[src/rtl/gf180mcu_osu_sc_seq_pkg.sv]
// Shared types and helpers for the buffer-leg drive-strength sequencer.
// Holds the FSM state enum, the strength-width helper and the target clamp.
package gf180mcu_osu_sc_seq_pkg;

  typedef enum logic [1:0] {
    IDLE,
    STEP,
    SETTLE,
    FIN
  } seq_state_e;

  function automatic int strength_width(input int nlegs);
    return $clog2(nlegs + 1);
  endfunction

  // Timer must hold the larger of the two reload values (cycles - 1), at least 1 bit.
  function automatic int timer_width(input int a, input int b);
    int m;
    m = (a > b) ? a : b;
    return (m <= 2) ? 1 : $clog2(m);
  endfunction

  function automatic int clamp_tgt(input int tgt, input int nlegs);
    return (tgt > nlegs) ? nlegs : tgt;
  endfunction

endpackage

[src/rtl/gf180mcu_osu_sc_gp12t3v3_step_timer.sv]
// Loadable down-counter with a zero flag; stops at zero until reloaded.
module gf180mcu_osu_sc_gp12t3v3_step_timer #(
  parameter int W = 2
) (
  input  logic         clk,
  input  logic         rst_n,
  input  logic         load_i,
  input  logic [W-1:0] load_val_i,
  input  logic         dec_i,
  output logic         zero_o
);

  logic [W-1:0] cnt_q, cnt_d;

  always_comb begin
    cnt_d = cnt_q;
    if (load_i) begin
      cnt_d = load_val_i;
    end else if (dec_i && (cnt_q != '0)) begin
      cnt_d = cnt_q - W'(1);
    end
  end

  always_ff @(posedge clk or negedge rst_n) begin
    if (!rst_n) begin
      cnt_q <= '0;
    end else begin
      cnt_q <= cnt_d;
    end
  end

  assign zero_o = (cnt_q == '0);

endmodule

[src/rtl/gf180mcu_osu_sc_gp12t3v3_buf_leg_seq.sv]
// Drive-strength sequencer: ramps thermometer leg enables one leg per step toward a target.
// Define GF180_BUF_LEG_SEQ_RETARGET_EN to accept new requests mid-ramp.
module gf180mcu_osu_sc_gp12t3v3_buf_leg_seq
  import gf180mcu_osu_sc_seq_pkg::*;
#(
  parameter int  NLEGS         = 4,
  parameter int  STEP_CYCLES   = 4,
  parameter int  SETTLE_CYCLES = 2,
  localparam int LW            = strength_width(NLEGS)
) (
  input  logic             CLK,
  input  logic             RN,
  input  logic             REQ,
  input  logic [LW-1:0]    TGT,
  output logic             ACK,
  output logic [NLEGS-1:0] EN,
  output logic [LW-1:0]    LEVEL,
  output logic             BUSY,
  output logic             DONE
);

  localparam int            TW          = timer_width(STEP_CYCLES, SETTLE_CYCLES);
  localparam logic [TW-1:0] STEP_LOAD   = TW'(STEP_CYCLES - 1);
  localparam logic [TW-1:0] SETTLE_LOAD = TW'((SETTLE_CYCLES > 0) ? SETTLE_CYCLES - 1 : 0);

  seq_state_e       state_q, state_d;
  logic [LW-1:0]    tgt_q, tgt_d;
  logic [LW-1:0]    level_q, level_d;
  logic [NLEGS-1:0] en_q, en_d;
  logic             ack_q, ack_d, busy_q, busy_d, done_q, done_d;
  logic             step_load, step_dec, step_zero;
  logic             settle_load, settle_dec, settle_zero;
  logic             accept_ok;

`ifdef GF180_BUF_LEG_SEQ_RETARGET_EN
  assign accept_ok = (state_q == IDLE) || (state_q == STEP) || (state_q == SETTLE);
`else
  assign accept_ok = (state_q == IDLE);
`endif

  always_comb begin
    state_d     = state_q;
    tgt_d       = tgt_q;
    level_d     = level_q;
    ack_d       = 1'b0;
    done_d      = 1'b0;
    busy_d      = (state_q == STEP) || (state_q == SETTLE);
    step_load   = 1'b0;
    step_dec    = 1'b0;
    settle_load = 1'b0;
    settle_dec  = 1'b0;

    case (state_q)
      STEP: begin
        if (step_zero) begin
          step_load = 1'b1;
          if (level_q < tgt_q) begin
            level_d = level_q + LW'(1);
          end else if (level_q > tgt_q) begin
            level_d = level_q - LW'(1);
          end
          if (level_d == tgt_q) begin
            // An unchanged target skips settling; a real ramp settles if configured.
            if ((level_q == tgt_q) || (SETTLE_CYCLES == 0)) begin
              state_d = FIN;
            end else begin
              state_d     = SETTLE;
              settle_load = 1'b1;
            end
          end
        end else begin
          step_dec = 1'b1;
        end
      end
      SETTLE: begin
        if (settle_zero) begin
          state_d = FIN;
        end else begin
          settle_dec = 1'b1;
        end
      end
      FIN: begin
        done_d  = 1'b1;
        state_d = IDLE;
      end
      default: begin
        state_d = IDLE;
      end
    endcase

    if (REQ && accept_ok) begin
      ack_d     = 1'b1;
      tgt_d     = LW'(clamp_tgt(int'(TGT), NLEGS));
      step_load = 1'b1;
      state_d   = STEP;
    end

    en_d = ~({NLEGS{1'b1}} << level_d);
  end

  always_ff @(posedge CLK or negedge RN) begin
    if (!RN) begin
      state_q <= IDLE;
      tgt_q   <= '0;
      level_q <= '0;
      en_q    <= '0;
      ack_q   <= 1'b0;
      busy_q  <= 1'b0;
      done_q  <= 1'b0;
    end else begin
      state_q <= state_d;
      tgt_q   <= tgt_d;
      level_q <= level_d;
      en_q    <= en_d;
      ack_q   <= ack_d;
      busy_q  <= busy_d;
      done_q  <= done_d;
    end
  end

  gf180mcu_osu_sc_gp12t3v3_step_timer #(.W(TW)) u_step_timer (
    .clk        (CLK),
    .rst_n      (RN),
    .load_i     (step_load),
    .load_val_i (STEP_LOAD),
    .dec_i      (step_dec),
    .zero_o     (step_zero)
  );

  gf180mcu_osu_sc_gp12t3v3_step_timer #(.W(TW)) u_settle_timer (
    .clk        (CLK),
    .rst_n      (RN),
    .load_i     (settle_load),
    .load_val_i (SETTLE_LOAD),
    .dec_i      (settle_dec),
    .zero_o     (settle_zero)
  );

  assign ACK   = ack_q;
  assign EN    = en_q;
  assign LEVEL = level_q;
  assign BUSY  = busy_q;
  assign DONE  = done_q;

endmodule

[config.mk]
export PLATFORM = sky130hd
export DESIGN_NAME = gf180mcu_osu_sc_gp12t3v3_buf_leg_seq
export DESIGN_NICKNAME = d
export VERILOG_FILES = /design/src/rtl/gf180mcu_osu_sc_seq_pkg.sv /design/src/rtl/gf180mcu_osu_sc_gp12t3v3_step_timer.sv /design/src/rtl/gf180mcu_osu_sc_gp12t3v3_buf_leg_seq.sv
export SDC_FILE = /design/constraint.sdc
export NUM_CORES = 1
export LEC_CHECK = 0
export ABC_AREA = 1
export BUFFER_PORTS_ARGS = -buffer_cell sky130_fd_sc_hd__buf_2
export CAP_MARGIN = 20
export CORE_MARGIN = 2
export CORE_UTILIZATION = 46
export CTS_CLUSTER_SIZE = 40
export DETAILED_ROUTE_END_ITERATION = 10
export PLACE_DENSITY = 0.67
export SLEW_MARGIN = 40
export SYNTH_ARGS = -nofsm -noshare
export SYNTH_HDL_FRONTEND = slang
export SYNTH_SLANG_ARGS = --single-unit
[constraint.sdc]
create_clock -name CLK -period 2.1 [get_ports CLK]
set_input_delay 0.42 -clock CLK [delete_from_list [all_inputs] [get_ports CLK]]
set_output_delay 0.42 -clock CLK [all_outputs]
set_load 0.005 [all_outputs]
==> results.yml, run 1 <==
die:
  die_x_um: 52.9
  core_sq_um: 2230
  die-area_sq_um: 2800
  pin_count: 16
  die_h_um: 52.9
  initial_core_util_pct: 49.2
  rows: 17
timing:
  slew_headroom_pct: 72.6
  max_freq_ghz: 0.522
  finalClockSkew_ps: 6.10
  setup_viol: 0
  post-route-period-util_pct: 91.2
  hold_violations: 0
  finalMaxSlewViolations: 0
  holdWs_ps: 30.0
  rsz0062_at_grt: "false"
  tns_ps: 0
  period_minus_slack_ps: 1910
  max_slew.worst_pin.slew_ps: 411
setup_path:
  worstPathArrival_ps: 2160
  max_stage_delay_ps: 410
  critPathTopFamily: "simple AND/OR/NAND/NOR gates"
  reg2reg_depth: 13
  worst_r2r_endpoint: "u_settle_timer.cnt_q[0]"
  crit_buf_inv: 1
  critical_path_required_ps: 2340
  rrSetupSlack_ps: 190
  worstPathMaxFanout: 5
  r2r_start: "tgt_q[2]"
  crit_type: "flip-flop to flip-flop"
  start_kind: "flip-flop"
  slowest_stage: "dfrtp_1"
  worst_path_most_repeated_cell: "nand2_1"
  end_kind: "flip-flop"
  path_cells: "inv_1, ha_2, a21oi_4, nand2_4, nand2_1, nand2_1, nand2_1, nand2_1, nand2_1, nand2_1, a21oi_2, nand2_1, o21ai_2"
global_route:
  grt_pass1_wl_mm: 3.59
  antenna_found_initial: 0
  track_usage_pct: 18.3
  grt_start_max_net_pins: 19
  grt_pass1_vias: 824
  gr-total-overflow: 0
yosys:
  synth-seq-area-share_pct: 41.0
  synthTopCellsByArea: "dfrtp_1 (41%), ha_1 (13%), nand2_1 (11%), inv_1 (8.9%), nand3_1 (5.0%)"
  synth_top_area_share_pct: 41.0
  synthArstFlopShare_pct: 100
  synth_cell_types: 19
  ys_warn_count: 0
  synthCells: 135
  synthesis.nets: 152
  synth_largest_area_cell: "dfrtp_1"
  avgSynthCellArea_sq_um: 8.15
  syn_area_sq_um: 1100
  synth_ff_type: "dfrtp_1"
  synth_common_cells: "nand2_1 (32), inv_1 (26), dfrtp_1 (18)"
  synth_edf_count: 0
  ys_seq_elements: 18
  synth_most_common_cell: "nand2_1"
power_and_ir_drop:
  power.density_nw_per_um2: 1820
  peakVddDrop_mv: 0.869
  leakage_nw: 0.718
min_path:
  hold_path_class: "input pin to async pin"
routing:
  drt-pass1-iter-count: 4
  final_antenna_net_count: 0
  vias: 904
  via_per_inst: 4.97
  drt_iter0_markers: 19
  remaining_drc_errors: 0
  drt-total-wl_mm: 2.19
  post_drt_wl_per_cell_um: 12.0
run:
  cap_viol_max_count: 0
cells_and_area:
  nets: 172
  post-route-util_pct: 56.6
  diodes: 0
  num-fill-cells: 216
  multi_input_area_sq_um: 554
  drive_gt1_share_pct: 24.7
  regArea_sq_um: 450
  syn2layout_area_growth_pct: 14.9
place:
  port_buffers: 15
  gp_congestion: 0.834
  place_hpwl_mm: 1.74
cts:
  insertion_delay_ps: 300
  cts.sinks: 18
  cts-root-buf: "clkbuf_4"
  cts_max_level: 1
  cts_tree: "done"
  clk_path_buf_depth: 2
  clk_pin_slew_ps: 110
  cts_buffers: 3
outcome:
  status: "completed"
## sequential cells by signal (all words and copies together) (netlist names)
name,flops
DONE,1
tgt_q,3
BUSY,1
state_q,2
ACK,1
u_settle_timer.cnt_q,2
LEVEL,2
EN,4
u_step_timer.cnt_q,2
## cells in the final DEF (no fill, tap or decap)
cell type | synthesis | final
nand2_1 | 32 | 32
inv_1 | 26 | 26
dfrtp_1 | 18 | 18
buf_2 | 0 | 15
nand3_1 | 11 | 11
ha_1 | 11 | 10
nor2_1 | 7 | 7
o21ai_0 | 6 | 6
nand3_2 | 5 | 4
a21oi_1 | 5 | 4
nand2_2 | 3 | 3
clkbuf_4 | 0 | 3
inv_2 | 2 | 2
o21ai_2 | 1 | 2
a21oi_4 | 1 | 1
nand3_4 | 0 | 1
nand2_4 | 1 | 1
o21ai_1 | 2 | 1
nor2_2 | 1 | 1
a32oi_1 | 1 | 1
a21oi_2 | 0 | 1
nand4_2 | 1 | 1
ha_2 | 0 | 1
clkbuf_8 | 0 | 1
buf_4 | 1 | 1
## area by class of cell
cell class / count / share of cell area, %
clock buffers: 4 / 2.87
inverters: 28 / 8.32
multi-input cells: 88 / 43.9
flip-flops and latches: 18 / 35.6
well taps: 28 / 2.77
repair buffers: 16 / 6.53
## worst register-to-register path, delay by kind of cell (launching register included)
family | cells | cell delay, ps
compound gates | 3 | 380
buf+inv | 1 | 100
simple gates | 8 | 640
flops | 1 | 410
fa+ha+maj | 1 | 320
## worst max path at each step
stage	slack, ps	from	cells past startpoint	to
6_report	190	tgt_q[2]	13	u_settle_timer.cnt_q[0]
5_1_grt	20	tgt_q[2]	11	EN[0]
4_1_cts	100	EN[3]	12	u_settle_timer.cnt_q[0]
3_5_place_dp	120	EN[3]	12	u_settle_timer.cnt_q[0]
3_3_place_gp	180	EN[3]	12	u_settle_timer.cnt_q[0]
2_1_floorplan	340	EN[3]	11	u_settle_timer.cnt_q[1]
## metrics by stage
step / std cells / instance area (sq um) / worst slack (ps) / power [mW]
after floorplan: 135 / 1100 / 336 / 1.68
final: 182 / 1260 / 185 / 2.29
after detailed placement: 178 / 1210 / 123 / 2.01
after CTS: 182 / 1250 / 103 / 2.25
after global routing: 182 / 1260 / 20.1 / 2.51
after global placement: 178 / 1210 / 179 / 1.97
## metal layers
metal	global-route usage (%)	vias up	part of all wire (%)
li1	-	461	-
met1	24.2	416	47
met2	28.7	22	47
met3	3.39	5	3.2
met4	8.97	0	2.0
met5	0	-	0
## kinds of logic after synthesis
logic type | after synthesis | synth area share [%]
fa+ha+maj | 11 | 12.5
compound gates | 16 | 8.99
flops | 18 | 41.0
buf+inv | 29 | 10.2
simple gates | 61 | 27.3
## what timing repair did
action | 4_1_cts | 5_1_grt
gates resized for setup | 0 | 4
setup buffers | 0 | 0
endpoints found under the hold margin | 0 | 0
setup endpoints to repair | 0 | 4
hold buffers | 0 | 0
## where the power goes
group          switching, mW  internal (mW)
clock network          0.114          0.106
registers             0.0964          0.508
logic                  0.928          0.541
total                   1.14           1.16
No activity file was read; power rests on OpenSTA's default activity.
==> run 2, diff against run 1 <==
CELL_PAD_IN_SITES_DETAIL_PLACEMENT = 1   (was not set)
CELL_PAD_IN_SITES_GLOBAL_PLACEMENT = 2   (was not set)
CORE_UTILIZATION = 32   (was 46)
PLACE_DENSITY = 0.77   (was 0.67)
==> results.yml, run 2 (synthesized netlist as in run 1, its figures left out) <==
outcome:
  status: "completed"
setup_path:
  max_stage_delay_ps: 400
  crit_end: "u_settle_timer.cnt_q[0]"
  worst_path_most_repeated_cell: "nand2_1"
  rrSetupSlack_ps: 160
  r2r_start: "tgt_q[2]"
  end_kind: "flip-flop"
  critical_path_required_ps: 2330
  crit_type: "flip-flop to flip-flop"
  slowest_stage: "dfrtp_1"
  start_kind: "flip-flop"
  worstPathMaxFanout: 5
  worstPathArrival_ps: 2180
  reg2reg_depth: 13
  worst_r2r_endpoint: "u_settle_timer.cnt_q[0]"
  cp-startpoint: "tgt_q[2]"
  path_cells: "inv_1, ha_2, a21oi_4, nand2_4, nand2_1, nand2_1, nand2_1, nand2_1, nand2_1, nand2_1, a21oi_1, nand2_1, o21ai_2"
timing:
  rsz0062_at_grt: "true"
  post-route-period-util_pct: 92.5
  max_slew.worst_pin.slew_ps: 435
  finalMaxSlewViolations: 0
  fin_ws_ps: 158
  finalClockSkew_ps: 4.46
  period_minus_slack_ps: 1940
  setup_viol: 0
  max_freq_ghz: 0.515
  slew_headroom_pct: 71.0
  hold_violations: 0
cells_and_area:
  final_cell_mix: "nand2_1 (32), inv_1 (26), dfrtp_1 (18), buf_2 (15), nand3_1 (11)"
  diodes: 0
  post-route-util_pct: 38.6
  final_common_cell: "nand2_1"
  largest_reg_flops: 4
  drive_gt1_share_pct: 23.4
  nets: 172
  syn2layout_area_growth_pct: 16.3
cts:
  cts.sinks: 18
  cts-root-buf: "clkbuf_4"
  cts_max_level: 1
  clk_pin_slew_ps: 110
  cts_tree: "done"
  insertion_delay_ps: 300
  clk_path_buf_depth: 2
  postCtsHoldBufs: 0
  cts_buffers: 3
global_route:
  grt_pass1_vias: 983
  grt_start_max_net_pins: 19
  antenna_found_initial: 0
  track_usage_pct: 14.1
  grt_pass1_wl_mm: 4.37
  gr-total-overflow: 0
die:
  die-area_sq_um: 3920
  core_sq_um: 3310
  die_h_um: 62.6
  initial_core_util_pct: 33.2
  die_x_um: 62.6
  pin_count: 16
  rows: 21
routing:
  drt-pass1-iter-count: 4
  drt-total-wl_mm: 2.50
  vias: 891
  post_drt_wl_per_cell_um: 12.5
  final_antenna_net_count: 0
  via_per_inst: 4.46
  remaining_drc_errors: 0
  drt_iter0_markers: 8
run:
  cap_viol_max_count: 0
power_and_ir_drop:
  power.density_nw_per_um2: 1790
  total_power_mw: 2.29
  peakVddDrop_mv: 0.550
  leakage_nw: 0.717
place:
  port_buffers: 15
  gp_congestion: 0.811
  pre_cts_slack_ps: 114
  place_hpwl_mm: 2.07
min_path:
  hold_path_class: "input pin to async pin"
run 2: cell counts in the layout (fill, tap and decap cells not counted):
Identical to the previous run, type by type.
run 2: worst min-delay path by stage:
stage	start	endpoint	slack [ps]	cells after the start
6_report	RN	BUSY	50	1
5_1_grt	RN	BUSY	50	1
4_1_cts	RN	BUSY	60	1
3_5_place_dp	RN	ACK	390	1
3_3_place_gp	RN	ACK	380	1
2_1_floorplan	RN	ACK	120	0
run 2: stage by stage:
step	TNS, ps	cells	hold slack (ps)	instance area, sq um
4_1_cts	0	200	55.7	1270
3_5_place_dp	0	196	395	1230
2_1_floorplan	0	135	124	1100
6_report	0	200	45.6	1280
3_3_place_gp	0	196	376	1230
5_1_grt	-16.0	200	50.3	1280
run 2: layout make-up:
type                    count  area [sq um]
multi-input cells          88           547
well taps                  46          57.6
inverters                  28           105
repair buffers             16          82.6
fillers                   423          2030
clock buffers               4          36.3
flip-flops and latches     18           450
run 2: metal layers:
| layer | track usage (%) | up-vias | routed length [um] |
|---|---|---|---|
| li1 | - | 457 | - |
| met1 | 18.6 | 417 | 1230 |
| met2 | 23.8 | 13 | 1180 |
| met3 | 2.34 | 4 | 66 |
| met4 | 4.17 | 0 | 27 |
| met5 | 0 | - | 0 |
run 2: report_power, final:
part	internal, mW	switching, mW
combinational	0.535	0.926
clock	0.106	0.115
sequential	0.508	0.0999
run 2: worst max-delay path: cells and delay by family (launching register included):
| family | cells | cell delay (ps) |
|---|---|---|
| adder cells (fa/ha/maj) | 1 | 330 |
| AO/OA/AOI/OAI | 3 | 430 |
| flip-flops | 1 | 400 |
| AND/OR/NAND/NOR | 8 | 620 |
| buffers and inverters | 1 | 100 |
run 2: what timing repair did:
action | in CTS | in global routing
buffers inserted | 0 | 0
endpoints found under the setup margin | 0 | 5
endpoints found under the hold margin | 0 | 0
gates resized for setup | 0 | 2
